--- src/rtl/adder_pkg.sv ---
`default_nettype none
// ---------------------------------------------------------------------------
// adder_pkg: shared types, flag bit positions and configuration check for
// pipelined_adder.  Rev 1.0
// ---------------------------------------------------------------------------
package adder_pkg;

  typedef struct packed {
    logic n;
    logic z;
    logic c;
    logic v;
  } flags_t;

  localparam int FLAG_N = 3;
  localparam int FLAG_Z = 2;
  localparam int FLAG_C = 1;
  localparam int FLAG_V = 0;

  function automatic bit stages_valid(input int width, input int stages);
    return (stages >= 1) && (stages <= width) && ((width % stages) == 0);
  endfunction

endpackage
`default_nettype wire

--- src/rtl/adder_segment.sv ---
`default_nettype none
// ---------------------------------------------------------------------------
// adder_segment: one SEG-bit combinational add slice with carry in/out.
// Rev 1.0
// ---------------------------------------------------------------------------
module adder_segment
  import adder_pkg::*;
#(
  parameter int SEG = 32
) (
  input  logic [SEG-1:0] a,
  input  logic [SEG-1:0] b,
  input  logic           cin,
  output logic [SEG-1:0] sum,
  output logic           cout
);

  assign {cout, sum} = {1'b0, a} + {1'b0, b} + {{SEG{1'b0}}, cin};

endmodule
`default_nettype wire

--- src/rtl/pipelined_adder.sv ---
`default_nettype none
// ---------------------------------------------------------------------------
// pipelined_adder: WIDTH-bit add/sub split into STAGES registered carry
// segments with valid/ready handshakes; macro ADDER_FLAGS_EN builds NZCV. Rev 1.0
// ---------------------------------------------------------------------------
module pipelined_adder
  import adder_pkg::*;
#(
  parameter int WIDTH  = 64,
  parameter int STAGES = 2
) (
  input  logic             clk,
  input  logic             reset,
  input  logic             in_valid,
  output logic             in_ready,
  input  logic [WIDTH-1:0] a,
  input  logic [WIDTH-1:0] b,
  input  logic             sub,
  output logic             out_valid,
  input  logic             out_ready,
  output logic [WIDTH-1:0] out,
  output logic [3:0]       flags
);

  localparam int SEG = WIDTH / STAGES;

  if (!stages_valid(WIDTH, STAGES)) begin : g_cfg_check
    $fatal(1, "pipelined_adder: STAGES must be 1..WIDTH and divide WIDTH");
  end

  logic             w_en;
  logic [WIDTH-1:0] w_b_eff;

  // The whole pipe advances or holds as one; no bubble squeezing.
  assign w_en     = out_ready | ~out_valid;
  assign in_ready = w_en;
  assign w_b_eff  = sub ? ~b : b;

  for (genvar k = 0; k < STAGES; k++) begin : g_stage
    localparam int LO   = k * SEG;
    localparam int DONE = LO + SEG;
    localparam int IW   = WIDTH - LO;

    logic [IW-1:0]   w_a_in;
    logic [IW-1:0]   w_b_in;
    logic            w_cin;
    logic            w_valid_in;
    logic [SEG-1:0]  w_seg_sum;
    logic            w_seg_cout;
    logic [DONE-1:0] w_sum_next;
    logic            r_valid;
    logic [DONE-1:0] r_sum;

    if (k == 0) begin : g_head
      assign w_a_in     = a;
      assign w_b_in     = w_b_eff;
      assign w_cin      = sub;
      assign w_valid_in = in_valid;
      assign w_sum_next = w_seg_sum;
    end else begin : g_tail
      assign w_a_in     = g_stage[k-1].g_mid.r_a;
      assign w_b_in     = g_stage[k-1].g_mid.r_b;
      assign w_cin      = g_stage[k-1].g_mid.r_carry;
      assign w_valid_in = g_stage[k-1].r_valid;
      assign w_sum_next = {w_seg_sum, g_stage[k-1].r_sum};
    end

    adder_segment #(
      .SEG (SEG)
    ) u_seg (
      .a    (w_a_in[SEG-1:0]),
      .b    (w_b_in[SEG-1:0]),
      .cin  (w_cin),
      .sum  (w_seg_sum),
      .cout (w_seg_cout)
    );

    always_ff @(posedge clk or posedge reset) begin
      if (reset) begin
        r_valid <= 1'b0;
        r_sum   <= '0;
      end else if (w_en) begin
        r_valid <= w_valid_in;
        r_sum   <= w_sum_next;
      end
    end

    if (k < STAGES - 1) begin : g_mid
      localparam int REM = WIDTH - DONE;
      logic [REM-1:0] r_a;
      logic [REM-1:0] r_b;
      logic           r_carry;

      always_ff @(posedge clk or posedge reset) begin
        if (reset) begin
          r_a     <= '0;
          r_b     <= '0;
          r_carry <= 1'b0;
        end else if (w_en) begin
          r_a     <= w_a_in[IW-1:SEG];
          r_b     <= w_b_in[IW-1:SEG];
          r_carry <= w_seg_cout;
        end
      end
    end else begin : g_last
`ifdef ADDER_FLAGS_EN
      logic r_carry;
      logic r_a_msb;
      logic r_b_msb;

      // Operand sign bits are captured here for the overflow flag.
      always_ff @(posedge clk or posedge reset) begin
        if (reset) begin
          r_carry <= 1'b0;
          r_a_msb <= 1'b0;
          r_b_msb <= 1'b0;
        end else if (w_en) begin
          r_carry <= w_seg_cout;
          r_a_msb <= w_a_in[IW-1];
          r_b_msb <= w_b_in[IW-1];
        end
      end
`else
      logic w_carry_unused;
      assign w_carry_unused = w_seg_cout;
`endif
    end
  end

  assign out_valid = g_stage[STAGES-1].r_valid;
  assign out       = g_stage[STAGES-1].r_sum;

`ifdef ADDER_FLAGS_EN
  flags_t w_flags;
  logic   w_a_msb;
  logic   w_b_msb;

  assign w_a_msb = g_stage[STAGES-1].g_last.r_a_msb;
  assign w_b_msb = g_stage[STAGES-1].g_last.r_b_msb;

  // Flags read as zero whenever no result is presented.
  always_comb begin
    w_flags = '0;
    if (out_valid) begin
      w_flags.n = out[WIDTH-1];
      w_flags.z = (out == '0);
      w_flags.c = g_stage[STAGES-1].g_last.r_carry;
      w_flags.v = (w_a_msb == w_b_msb) & (out[WIDTH-1] != w_a_msb);
    end
  end

  assign flags = w_flags;
`else
  assign flags = 4'b0000;
`endif

endmodule
`default_nettype wire

--- config.mk ---
export PLATFORM = sky130hd
export DESIGN_NAME = pipelined_adder
export DESIGN_NICKNAME = d
export VERILOG_FILES = /design/src/rtl/adder_pkg.sv /design/src/rtl/adder_segment.sv /design/src/rtl/pipelined_adder.sv
export SDC_FILE = /design/constraint.sdc
export NUM_CORES = 1
export LEC_CHECK = 0
export ABC_AREA = 1
export ABC_CLOCK_PERIOD_IN_PS = 6600
export BUFFER_PORTS_ARGS = -buffer_cell sky130_fd_sc_hd__buf_2
export CORE_ASPECT_RATIO = 1.4
export CORE_MARGIN = 3
export CORE_UTILIZATION = 57
export DETAILED_ROUTE_END_ITERATION = 7
export GPL_ROUTABILITY_DRIVEN = 1
export PLACE_DENSITY = 0.84
export SYNTH_ARGS = -nofsm -noshare
export SYNTH_HDL_FRONTEND = slang
export SYNTH_SLANG_ARGS = --single-unit
--- constraint.sdc ---
create_clock -name clk -period 6.6 [get_ports clk]
set_clock_uncertainty 0.15 [all_clocks]
set_input_delay 1.65 -clock clk [delete_from_list [all_inputs] [get_ports clk]]
set_output_delay 1.65 -clock clk [all_outputs]
set_load 0.01 [all_outputs]
After elaboration in Yosys (flattened, before gate mapping)
Index checks and enable logic that the tools add are counted.
Widths: inputs -> output; s select.
{ "word_totals": {"ff_bits": 163, "inputBits": 133, "out_inout_bits": 70, "elab_cells": 15} }
{ "classes": {"add_sub_neg": 4, "n_mux": 1, "bitwise": 3} }
{ "op_table": {"columns": ["cell", "count"], "rows": [
  ["$mux 64", 1],
  ["$not 64->64", 1],
  ["$add 32x32->33", 1],
  ["$add 33x1->33", 1],
  ["$add 32x1->32", 1],
  ["$add 32x32->32", 1],
  ["$not 1->1", 1],
  ["$or 1x1->1", 1]
]} }

Depth between registers and ports, before layout
Gate-level depths: netlist of the first run.
{ "logic_depth": {"word_depth": 4, "depth_mapped": 18, "depth_no_buf": 17} }

By module
A second synthesis of the first run with hierarchy kept.
{ "unflattened": {"cells_unflattened": 1840, "area_unflattened_um2": 11748.8} }
{ "modules_own_cells": {"columns": ["module", "instances", "cells_per_inst", "area_per_inst_um2", "seq_area_each_um2"], "rows": [
  ["pipelined_adder", 1, 833, 6906.6, 4078.9],
  ["adder_segment (g_stage[1].u_seg)", 1, 502, 2448.6, 0.0],
  ["adder_segment (g_stage[0].u_seg)", 1, 505, 2393.5, 0.0]
]} }

Worst setup path before layout of the first run
OpenSTA, ideal clock, no wires.
{ "synth_timing": {"path_type": "input -> output", "from": "input out_ready", "to": "output in_ready", "t_arrival_ns": 2.257, "required_time_ns": 4.800, "path_slack_ns": 2.543, "path_stages": 4, "path_buffers": 2, "cell_sequence": "nor2_2 > buf_2 > inv_2 > clkbuf_1"} }
{ "synth_between": {"elab_chain_cells": 1} }
{ "synth_lines": {"columns": ["element", "line_no", "text"], "rows": [
  ["from (decl)", "pipelined_adder.sv:20", "input logic out_ready,"],
  ["$or 1x1->1", "pipelined_adder.sv:35", "assign w_en = out_ready | ~out_valid;"],
  ["to (decl)", "pipelined_adder.sv:15", "output logic in_ready,"]
]} }
Every way passes these cells.

Worst setup path in the final report of the first run
Ends and elaborated chain as after synthesis.

==> results of run 1 <==
## cells by family (layout without fill, tap and decap cells)
family | Yosys count | in the layout
simple gates | 834 | 834
buf+inv | 202 | 391
compound gates | 175 | 175
flops | 163 | 163
xor+xnor | 89 | 89
fa+ha+maj | 67 | 67
other cells | 1 | 4
## area by class of cell
class | instances | area, sq um | area share
Inverter | 156 | 592 | 0.0471
Tap cell | 240 | 300 | 0.0239
Clock inverter | 14 | 190 | 0.0151
Timing Repair Buffer | 203 | 1040 | 0.0830
Clock buffer | 18 | 439 | 0.0349
Sequential cell | 163 | 4080 | 0.324
Multi-Input combinational cell | 1169 | 5930 | 0.472
## cells in the mapped netlist, types with 3 or more instances
cell type	n
sky130_fd_sc_hd__buf_2	25
sky130_fd_sc_hd__xnor2_1	56
sky130_fd_sc_hd__fa_1	3
sky130_fd_sc_hd__nand3_1	67
sky130_fd_sc_hd__nor2_1	83
sky130_fd_sc_hd__nor2_2	4
sky130_fd_sc_hd__inv_1	152
sky130_fd_sc_hd__nand4_1	3
sky130_fd_sc_hd__o21ai_1	14
sky130_fd_sc_hd__nand2_2	12
sky130_fd_sc_hd__o21ai_0	80
sky130_fd_sc_hd__a21oi_1	67
sky130_fd_sc_hd__buf_1	5
sky130_fd_sc_hd__nand3b_1	12
sky130_fd_sc_hd__inv_2	4
sky130_fd_sc_hd__nand2_1	641
sky130_fd_sc_hd__dfrtp_1	163
sky130_fd_sc_hd__buf_4	4
sky130_fd_sc_hd__xor2_1	33
sky130_fd_sc_hd__o21bai_1	6
sky130_fd_sc_hd__nor3_1	7
sky130_fd_sc_hd__ha_1	64
sky130_fd_sc_hd__clkbuf_1	11
## layer usage
metal	track usage	vias up	routed length [um]
met2	0.528	333	15100
met3	0.0368	75	1300
met4	0.119	0	1230
met1	0.328	4639	11500
li1	-	5136	-
met5	0	-	0
## worst max-delay path, cell delays in order
cell	delay, ps
sky130_fd_sc_hd__buf_2	110
sky130_fd_sc_hd__nor2_4	140
sky130_fd_sc_hd__clkinv_2	630
sky130_fd_sc_hd__buf_2	400
## layout by cell type (no fill, tap or decap), types with 33 or more instances in the layout
| cell | Yosys | final |
|---|---|---|
| sky130_fd_sc_hd__o21ai_0 | 80 | 80 |
| sky130_fd_sc_hd__dfrtp_1 | 163 | 163 |
| sky130_fd_sc_hd__nor2_1 | 83 | 83 |
| sky130_fd_sc_hd__inv_1 | 152 | 151 |
| sky130_fd_sc_hd__buf_2 | 25 | 197 |
| sky130_fd_sc_hd__ha_1 | 64 | 64 |
| sky130_fd_sc_hd__nand3_1 | 67 | 67 |
| sky130_fd_sc_hd__xnor2_1 | 56 | 56 |
| sky130_fd_sc_hd__a21oi_1 | 67 | 67 |
| sky130_fd_sc_hd__nand2_1 | 641 | 641 |
| sky130_fd_sc_hd__xor2_1 | 33 | 33 |
## power breakdown
group / switching, mW / total, mW / internal (mW)
registers: 0.170 / 1.45 / 1.28
logic: 0.955 / 1.52 / 0.564
clock network: 0.451 / 1.07 / 0.620
## through the flow
stage | setup slack (ps) | std cells | utilization
6_report | 1810 | 1963 | 0.688
5_1_grt | 1710 | 1963 | 0.688
4_1_cts | 1840 | 1963 | 0.688
3_5_place_dp | 1850 | 1931 | 0.653
3_3_place_gp | 1870 | 1931 | 0.653
2_1_floorplan | 395 | 1534 | -
## state kept, by name, indices dropped and copies added, names as in the netlist
| signal | flops |
|---|---|
| g_stage.g_mid.r_b | 32 |
| g_stage.g_mid.r_a | 32 |
| g_stage.g_mid.r_carry | 1 |
| out_valid | 1 |
| out | 64 |
| g_stage.r_valid | 1 |
| g_stage.r_sum | 32 |
## path summary, 6_finish.rpt
| check | start | end | slack, ps | cells after the start |
|---|---|---|---|---|
| max in group asynchronous | reset | out[28] | 4070 | 3 |
| min | g_stage[0].r_valid | out_valid | 300 | 2 |
| min reg2reg | g_stage[0].r_valid | out_valid | 300 | 2 |
| min in group asynchronous | reset | g_stage[0].g_mid.r_b[27] | 1110 | 2 |
| max | out_ready | in_ready | 1810 | 4 |
| max reg2reg | g_stage[0].g_mid.r_a[0] | out[62] | 3960 | 12 |
==> results, run 1 <==
- The count of final setup violators is 0.
- The run finished with clean final reports.
- The total setup buffers inserted after CTS is 0.
- The area share of xor/xnor cells in the synthesized design is 0.0721.
- The global route total overflow is 0.
- Of the cells placed in the final design, the portion with a size suffix greater than 1 is 0.153.
- The maximum number of buffers from clock root to sink is 2.
- The register clock-pin slew on the reported worst setup and hold paths is 60 ps.
- The area enclosed by the die boundary is 20700 sq um.
- The DRC violation count after routing is 0.
- For this design the static power due to leakage is 6.95 nW.
- The pre-antenna-repair detailed-routing pass consisted of 8 iterations.
- The clock latency at the later pin of the worst-skew pair is 430 ps.
- Routability-driven placement finished with a final weighted congestion of 0.962.
- The final period utilization is 0.726.
- The hold violation total from the final report is 0.
- A synthesized cell averages 7.06 sq um.
- The floorplan step defined a core boundary enclosing 18300 sq um.
- Summing all placed instances gives a cell area of 11900 sq um.
- Counting the fill cells in the layout gives 1656.
- The detailed placer's ending HPWL is 22400 um.
- The number of gates resized after CTS is 0.
- The proportion of synthesized flip-flops having asynchronous set or reset is 1.00.
- Setup repair after global routing left no endpoint under its margin.
- The count of standard-cell rows is 58.
- The detail-routed via count per cell is 5.19.
- The number of vias in the routed layout is 10183.
- The first global-routing pass estimated 47400 um of wire.
- VDD sags by at most 0.204 mV.
- The tightest hold margin is 300 ps.
- The number of levels in the clock H-tree is 4.
- After technology mapping, the gate count stands at 1531.
- The clock drives 163 sinks.
- The power density over the cells is 321 nW/um^2.
- In this run the worst path has a maximum fanout of 54.
- The number of antenna violations at the first check in global routing is 0.
- The horizontal extent of the die is 122 um.
- The number of clock buffers inserted by TritonCTS is 17.
- The worst pin sits at a relative slew slack of 0.439.
- TritonCTS built the clock tree.
- The number of pins exceeding their max-slew limit in the final report is 0.
- The kind of capture point of the worst setup path is an output port.
- At the pin with the least slew margin, the transition time is 841 ps.
- The via count of the first global-routing pass was 10144.
- The compound-cell area share of the yosys netlist is 0.0863.
- The synthesized design contains 163 register bits.
- The total number of yosys warnings is 0.
- After detailed routing, the average wire length per cell comes to 14.8 um.
- The floorplan step set the die height to 169 um.
- In this run, synthesis inferred 0 flip-flops with an integrated enable.
- The largest family of logic cells by synthesized area is simple AND/OR/NAND/NOR gates.
- Input and output buffers added on the ports amount to 198.
- The design draws 4.03 mW.
- After layout, the minimum clock period comes to 4790 ps.
- Across the run, the number of max-cap violations was 0.
- The total I/O pin count is 203.
- The cts-stage hold buffer count is 0.
- The adder-cell share of the synthesized area is 0.0797.
- For the worst setup path, the data arrival time is 2990 ps.
- The maximum number of pins on one net before global-route repair is 221.
- In the post-synthesis netlist, the biggest area contributors are sky130_fd_sc_hd__dfrtp_1, sky130_fd_sc_hd__nand2_1, sky130_fd_sc_hd__ha_1.
- For this run, the total global-route usage over all layers was measured as 0.286.
- The simple-gate share of the synthesized area is 0.309.
- The initial cell density of the core is 0.591.
- Compared with the post-synthesis result, the final layout area differs by 16.4%.
- The kind of critical path is input pin to output port.
- The share of Yosys cell area claimed by the top area cell type is 0.378.
- The clock tree root buffer cell is sky130_fd_sc_hd__clkbuf_16.
- The number of nets with antenna violations after routing is 0.
- The sequential cell area fraction in the yosys report is 0.378.
- For the final routed database, the setup TNS stands at 0 ps.
- For this block, the initial DRC count from the detailed router was 764.
- The post-synthesis cell type with the largest combined area is sky130_fd_sc_hd__dfrtp_1.
- The mapped netlist covers 10800 sq um.
- For this run, the post-layout net count is 1910.
- The antenna diode instance count is 0.
- In this run, distinct cell masters in the synthesized netlist total 38.
- Derived from the worst setup path, the maximum achievable clock frequency is 0.209 GHz.
- The aggregate routed wire length is 29100 um.
- The worst setup path is launched from an input pin.
- The critical path data required time is 4800 ps.
- The finished cells cover 12600 sq um.
- The worst hold path belongs to the class flop to flop.
- The portion of synthesized area spent on multiplexers is 0.
- Among all flip-flop cells after synthesis, the most frequent one is sky130_fd_sc_hd__dfrtp_1.
No activity file was read; power rests on OpenSTA's default activity.
==> inputs of run 2 (changes only) <==
- ABC_CLOCK_PERIOD_IN_PS: 6600 -> 4300
- CORE_UTILIZATION: 57 -> 51
- PLACE_DENSITY: 0.84 -> 0.79
- clock period: 6.6 -> 4.3 ns (I/O delays scaled with it)
==> run 2 against run 1 <==
  * Via count down 0.13%
  * Critical path depth up 8
  * Power up 50%
  * Largest cell class unchanged
  * Non-clock buffer count down 1
==> results, run 2 (synthesized netlist as in run 1, its figures left out) <==
- The number of clock buffers inserted by TritonCTS is 17 (unchanged).
- The clock tree root buffer cell is sky130_fd_sc_hd__clkbuf_16 (unchanged).
- The area enclosed by the die boundary came to 23000 sq um (was 20700 sq um).
- The arrival time at the worst endpoint is 3560 ps (was 2990 ps).
- The maximum number of pins on one net before global-route repair was 221 (unchanged).
- The via count of the first global-routing pass came to 10194 (was 10144).
- The aggregate routed wire length is 30500 um (was 29100 um).
- The area overhead of the layout relative to synthesis was 16.2% (was 16.4%).
- The global-route met2 utilization came to 0.501 (was 0.528).
- The number of flip-flops under the largest register name is 64 (unchanged).
- The number of maximum-capacitance violations is 0 (unchanged).
- The relative slew slack is 0.356 (was 0.439).
- The antenna diode instance count is 0 (unchanged).
- The overall power of the completed layout is 6.06 mW (was 4.03 mW).
- The y dimension of the die is 178 um (was 169 um).
- The total setup buffers inserted after CTS is 0 (unchanged).
- The number of nets with antenna violations after routing is 0 (unchanged).
- Setup repair after global routing missed its margin: no (unchanged).
- The number of levels in the clock H-tree was 4 (unchanged).
- The total I/O pin count came to 203 (unchanged).
- The overall fraction of global-route tracks in use is 0.269 (was 0.286).
- The number of iterations in the first detailed-routing pass came to 5 (was 8).
- The number of port buffers came to 198 (unchanged).
- The total number of clock tree sinks came to 163 (unchanged).
- The class of the most critical hold timing path is flop to flop (unchanged).
- The category of the worst setup path launch point is an input pin (unchanged).
- Derived from the worst setup path, the maximum achievable clock frequency is 0.296 GHz.
- The met1 usage was 0.298 (was 0.328).
- The most used routing layer in global routing is met2 (unchanged).
- The TritonCTS clock tree is built (unchanged).
- The count of standard-cell rows is 62 (was 58).
- The number of antenna violations at the first check in global routing is 0 (unchanged).
- The maximum number of buffers from clock root to sink is 2 (unchanged).
- The cts-stage hold buffer count is 0 (unchanged).
- The leakage power total was 6.92 nW (was 6.95 nW).
- The critical path data required time is 4480 ps (was 4800 ps).
- The top fanout value on the critical path was 43 (was 54).
- The register clock-pin slew on the reported worst setup and hold paths is 60 ps (about the same).
- The kind of critical path is input pin to flop (was input pin to output port).
- The clock period minus final worst setup slack is 3380 ps.
- The final net count is 1909 (was 1910).
- The number of pins exceeding their max-slew limit in the final report came to 0 (unchanged).
- The horizontal extent of the die is 129 um (was 122 um).
- Status: completed (unchanged).
- The initial cell density of the core was 0.524 (was 0.591).
- The delay of the slowest cell on the worst path is 560 ps (was 630 ps).
- The number of design-rule violations left by the first detailed-router iteration is 595 (was 764).
- The detail-routed via count per cell is 5.14 (was 5.19).
- Commonest non-fill, non-tap cells in the layout: sky130_fd_sc_hd__nand2_1, sky130_fd_sc_hd__buf_2, sky130_fd_sc_hd__dfrtp_1, sky130_fd_sc_hd__inv_1, sky130_fd_sc_hd__nor2_1 (unchanged).
- The wire length of the first global-routing pass is 48700 um (was 47400 um).
- The number of gates resized after CTS was 0 (unchanged).
- The met3 global-route usage was 0.0359 (was 0.0368).
- The most common library cell in the layout ignoring fill and taps is sky130_fd_sc_hd__nand2_1 (unchanged).
- The cell repeated most along the worst path is sky130_fd_sc_hd__nand2_1 (was sky130_fd_sc_hd__buf_2).
- The kind of cell with the highest combined delay on the critical path was simple AND/OR/NAND/NOR gates (was buffers and inverters).
- The core region area came to 20600 sq um (was 18300 sq um).
- The count of final setup violators is 0 (unchanged).
- The DRC violation count after routing came to 0 (unchanged).
- The clock latency at the later pin of the worst-skew pair came to 450 ps (was 430 ps).
- The power density over the cells is 483 nW/um^2 (was 321 nW/um^2).
- The worst supply voltage drop on vdd is 0.301 mV (was 0.204 mV).
- The number of vias in the routed layout is 10170 (was 10183).
- The slew of the pin with the lowest slew margin is 967 ps (was 841 ps).
- The global route total overflow was 0 (unchanged).
- The number of buffer and inverter stages on the critical path is 1 (was 3).
- The final estimated routing congestion in global placement is 0.967 (was 0.962).
- The sum of negative setup slack is 0 ps (unchanged).
- The slowest cell on the critical path is sky130_fd_sc_hd__buf_4 (was sky130_fd_sc_hd__clkinv_2).
- The kind of capture point of the worst setup path is a flop (was output port).
- The hold violation total from the final report came to 0 (unchanged).
- The detailed placer's ending HPWL is 23100 um (was 22400 um).
- The average routed wire per standard cell was 15.4 um (was 14.8 um).
- The fraction of final layout cells with drive strength greater than 1 is 0.152 (was 0.153).
- Worst-path cell chain: buf_4 -> xor2_1 -> ha_1 -> nand2_1 -> o21ai_0 -> nor2_1 -> nand2_2 -> nand2_1 -> nand2_1 -> nand2_1 -> nand3_1 -> nand2_1 (was buf_2 -> nor2_4 -> clkinv_2 -> buf_2).
- In the finished design, the share of the clock period the worst path needs comes to 0.786.
==> run 2: final cells by class <==
| cell class | instances | area (sq um) |
|---|---|---|
| Sequential cell | 163 | 4080 |
| Timing Repair Buffer | 202 | 1060 |
| Fill cell | 1985 | 8080 |
| Clock inverter | 13 | 135 |
| Inverter | 156 | 591 |
| Tap cell | 256 | 320 |
| Clock buffer | 18 | 439 |
| Multi-Input combinational cell | 1169 | 5930 |
==> run 2: worst reg2reg max path: cells and delay by family (launching register included) <==
family | cells | cell delay (ps)
flops | 1 | 400
simple gates | 10 | 1090
fa+ha+maj | 2 | 920
==> run 2: routing by layer <==
layer,share of wire,vias up
met5,0,-
met4,0.044,0
met3,0.041,78
met2,0.53,281
met1,0.39,4680
li1,-,5131
==> run 2: stage by stage <==
step | setup WS (ps) | utilization | cells | hold slack, ps | area [sq um]
after floorplan | 1000 | - | 1534 | 270 | 10800
after global placement | 526 | 0.581 | 1946 | 285 | 12000
after detailed placement | 517 | 0.581 | 1946 | 288 | 12000
after CTS | 974 | 0.608 | 1977 | 298 | 12600
after global routing | 788 | 0.608 | 1977 | 332 | 12600
final | 918 | 0.608 | 1977 | 293 | 12600
==> run 2: path summary, 6_finish.rpt <==
kind / slack (ps) / end / startpoint / cells after the start
max: 920 / g_stage[0].r_sum[31] / sub / 12
min: 290 / out_valid / g_stage[0].r_valid / 2
max reg2reg: 1650 / out[62] / g_stage[0].g_mid.r_a[0] / 12
min reg2reg: 290 / out_valid / g_stage[0].r_valid / 2
max in group asynchronous: 2530 / out[13] / reset / 3
min in group asynchronous: 700 / g_stage[0].g_mid.r_a[21] / reset / 3
==> run 2: where the power goes <==
part | internal [mW] | switching [mW]
Clock | 0.865 | 0.645
Combinational | 0.866 | 1.47
Sequential | 1.96 | 0.259
Total | 3.69 | 2.37
==> inputs of run 3 (changes only) <==
- ABC_CLOCK_PERIOD_IN_PS: 4300 -> 3200
- CORE_UTILIZATION: 51 -> 57
- PLACE_DENSITY: 0.79 -> 0.84
- clock period: 4.3 -> 3.2 ns (I/O delays scaled with it)
==> run 3 against run 2 <==
  * Critical endpoint is now g_stage[0].g_mid.r_carry
  * Largest power group unchanged
  * Critical path depth down 2
  * Count of clock-buffer cells in the layout up 2
  * Non-clock buffer count up 9
  * Wire length down 0.17%
  * Setup slack worse by 460 ps
  * Via count up 1.1%
==> results, run 3 (synthesized netlist as in run 1, its figures left out) <==
- The detailed placer's ending HPWL is 23800 um (was 23100 um).
- The TritonCTS clock tree is built (unchanged).
- The number of maximum-capacitance violations was 0 (unchanged).
- The area enclosed by the die boundary is 20700 sq um (was 23000 sq um).
- The arrival time at the worst endpoint was 2890 ps (was 3560 ps).
- The maximum number of buffers from clock root to sink is 2 (unchanged).
- The core region area is 18300 sq um (was 20600 sq um).
- The share of total power in sequential cells is 0.369 (was 0.366).
- The kind of capture point of the worst setup path is a flop (unchanged).
- The y dimension of the die is 169 um (was 178 um).
- The cts-stage hold buffer count was 0 (unchanged).
- The top fanout value on the critical path is 17 (was 43).
- The overall power of the completed layout is 8.06 mW (was 6.06 mW).
- Status: completed (unchanged).
- The kind of critical path is input pin to flop (unchanged).
- The via count of the first global-routing pass is 10250 (was 10194).
- The detail-routed via count per cell is 5.22 (was 5.14).
- The most common library cell in the layout ignoring fill and taps is sky130_fd_sc_hd__nand2_1 (unchanged).
- The area overhead of the layout relative to synthesis is 16.5% (was 16.2%).
- The core utilization of the finished layout is 0.688 (was 0.608).
- The class of the most critical hold timing path is flop to flop (unchanged).
- The hold violation total from the final report is 0 (unchanged).
- The category of the worst setup path launch point is an input pin (unchanged).
- The part of the power in the clock network came to 0.237 (was 0.249).
- The maximum number of pins on one net before global-route repair is 131 (was 221).
- Of the available clock period, the critical path in the final layout requires 0.856.
- The relative slew slack is 0.451 (was 0.356).
- The horizontal extent of the die was 122 um (was 129 um).
- The placed cell area was 12100 sq um (was 12000 sq um).
- The register clock-pin slew on the reported worst setup and hold paths was 70 ps (was 60 ps).
- The total number of clock tree sinks is 163 (unchanged).
- The number of gates resized after CTS is 0 (unchanged).
- The average routed wire per standard cell was 15.4 um (about the same).
- The initial cell density of the core is 0.591 (was 0.524).
- The number of antenna violations at the first check in global routing is 0 (unchanged).
- The number of cells traversed by the worst hold path is 2 (unchanged).
- The summed area of non-filler cells in the final layout came to 12600 sq um (about the same).
- The count of standard-cell rows is 58 (was 62).
- The leakage power total is 6.95 nW (was 6.92 nW).
- The critical path data required time was 3350 ps (was 4480 ps).
- The number of clock buffers inserted by TritonCTS is 17 (unchanged).
- The capture instance of the worst register-to-register path was out[62] (unchanged).
- The number of flip-flops under the largest register name was 64 (unchanged).
- The total I/O pin count came to 203 (unchanged).
- The proportion of total power due to net switching came to 0.402 (was 0.391).
- The post-route worst setup slack was 461 ps (was 918 ps).
- The number of nets with antenna violations after routing is 0 (unchanged).
- The number of port buffers was 198 (unchanged).
- The antenna diode instance count is 0 (unchanged).
- The clock latency at the later pin of the worst-skew pair is 420 ps (was 450 ps).
- The power density over the cells is 640 nW/um^2 (was 483 nW/um^2).
- The fraction of final layout cells with drive strength greater than 1 is 0.155 (was 0.152).
- The minimum setup slack among reg-to-reg paths came to 610 ps (was 1650 ps).
- The number of levels in the clock H-tree came to 4 (unchanged).
- The number of iterations in the first detailed-routing pass is 5 (unchanged).
- The reg-to-reg critical path startpoint is g_stage[0].g_mid.r_a[0] (unchanged).
- The number of design-rule violations left by the first detailed-router iteration is 794 (was 595).
- The count of cells along the worst register-to-register path was 12 (unchanged).
- The aggregate routed wire length is 30400 um (was 30500 um).
- The clock tree root buffer cell is sky130_fd_sc_hd__clkbuf_16 (unchanged).
- The number of vias in the routed layout is 10279 (was 10170).
- The combinational power share is 0.394 (was 0.385).
- The hold path endpoint was out_valid (unchanged).
- The global route total overflow is 0 (unchanged).
- Commonest non-fill, non-tap cells in the layout: sky130_fd_sc_hd__nand2_1, sky130_fd_sc_hd__buf_2, sky130_fd_sc_hd__dfrtp_1, sky130_fd_sc_hd__inv_1, sky130_fd_sc_hd__nor2_1 (unchanged).
- For this run, the top clock speed supported by timing is 0.365 GHz.
- The final estimated routing congestion in global placement is 0.970 (was 0.967).
- The startpoint of the most critical hold path is g_stage[0].r_valid (unchanged).
- The clock period minus final worst setup slack is 2740 ps.
- Setup repair after global routing missed its margin: no (unchanged).
- The worst slack at placement is 12.0 ps (was 517 ps).
- The slew of the pin with the lowest slew margin was 824 ps (was 967 ps).
- The overall fraction of global-route tracks in use is 0.300 (was 0.269).
- The sum of negative setup slack is 0 ps (unchanged).
- The number of pins exceeding their max-slew limit in the final report came to 0 (unchanged).
- The DRC violation count after routing is 0 (unchanged).
- The worst supply voltage drop on vdd came to 0.391 mV (was 0.301 mV).
- The count of final setup violators is 0 (unchanged).
- The net switching power of the design is 3.24 mW (was 2.37 mW).
- The wire length of the first global-routing pass is 49300 um (was 48700 um).
- The total setup buffers inserted after CTS is 0 (unchanged).
- The design internal power is 4.82 mW (was 3.69 mW).
- The final net count came to 1918 (was 1909).
run 3: changes by cell type in the layout (fill, tap and decap cells not counted), sizes merged:
cell and change:
inv +3, clkinv -3, clkinvlp +1, bufinv -2, clkbuf +2, buf +9
run 3: metrics by stage:
| stage | std cells | hold WS [ps] |
|---|---|---|
| after floorplan | 1534 | 270 |
| after global placement | 1939 | 283 |
| after detailed placement | 1939 | 293 |
| after CTS | 1971 | 309 |
| after global routing | 1971 | 344 |
| final | 1971 | 308 |
run 3: power by group through the flow:
stage	logic, mW	clock network (mW)	registers, mW
after detailed placement	3.16	0	3.00
after global placement	3.09	0	2.99
after floorplan	1.95	0	3.09
after CTS	3.18	1.92	2.97
after global routing	3.57	2.00	3.04
final	3.17	1.91	2.98
run 3: worst max-delay path, cell delays in order:
cell and delay, ps:
sky130_fd_sc_hd__buf_4 230, sky130_fd_sc_hd__buf_12 210, sky130_fd_sc_hd__xor2_1 160, sky130_fd_sc_hd__ha_1 300
sky130_fd_sc_hd__a21oi_1 350, sky130_fd_sc_hd__o21ai_0 160, sky130_fd_sc_hd__a21oi_1 190, sky130_fd_sc_hd__nand3_1 160
sky130_fd_sc_hd__a21oi_1 250, sky130_fd_sc_hd__nor2_1 60
run 3: worst max path at each step:
| stage | slack, ps | from | endpoint | depth (start not counted) |
|---|---|---|---|---|
| after global placement | 30 | sub | g_stage[0].g_mid.r_carry | 10 |
| after floorplan | 180 | reset | g_stage[0].g_mid.r_a[0] | 1 |
| after CTS | 450 | sub | g_stage[0].g_mid.r_carry | 10 |
| after detailed placement | 10 | sub | g_stage[0].g_mid.r_carry | 10 |
| final | 460 | sub | g_stage[0].g_mid.r_carry | 10 |
| after global routing | 310 | sub | g_stage[0].g_mid.r_carry | 10 |
run 3: routing by layer:
metal	share of wire	GRT usage	routed length (um)
met1	0.39	0.344	12000
met2	0.52	0.544	15700
met3	0.044	0.0388	1330
met4	0.047	0.145	1440
met5	0	0	0
run 3: final cells by class:
cell class | count | area [sq um]
multi-input combinational | 1169 | 5930
clock inverter | 12 | 100
fill | 1682 | 5700
inverter | 156 | 591
sequential | 163 | 4080
clock buffer | 20 | 437
timing repair buffer | 211 | 1150
tap | 240 | 300
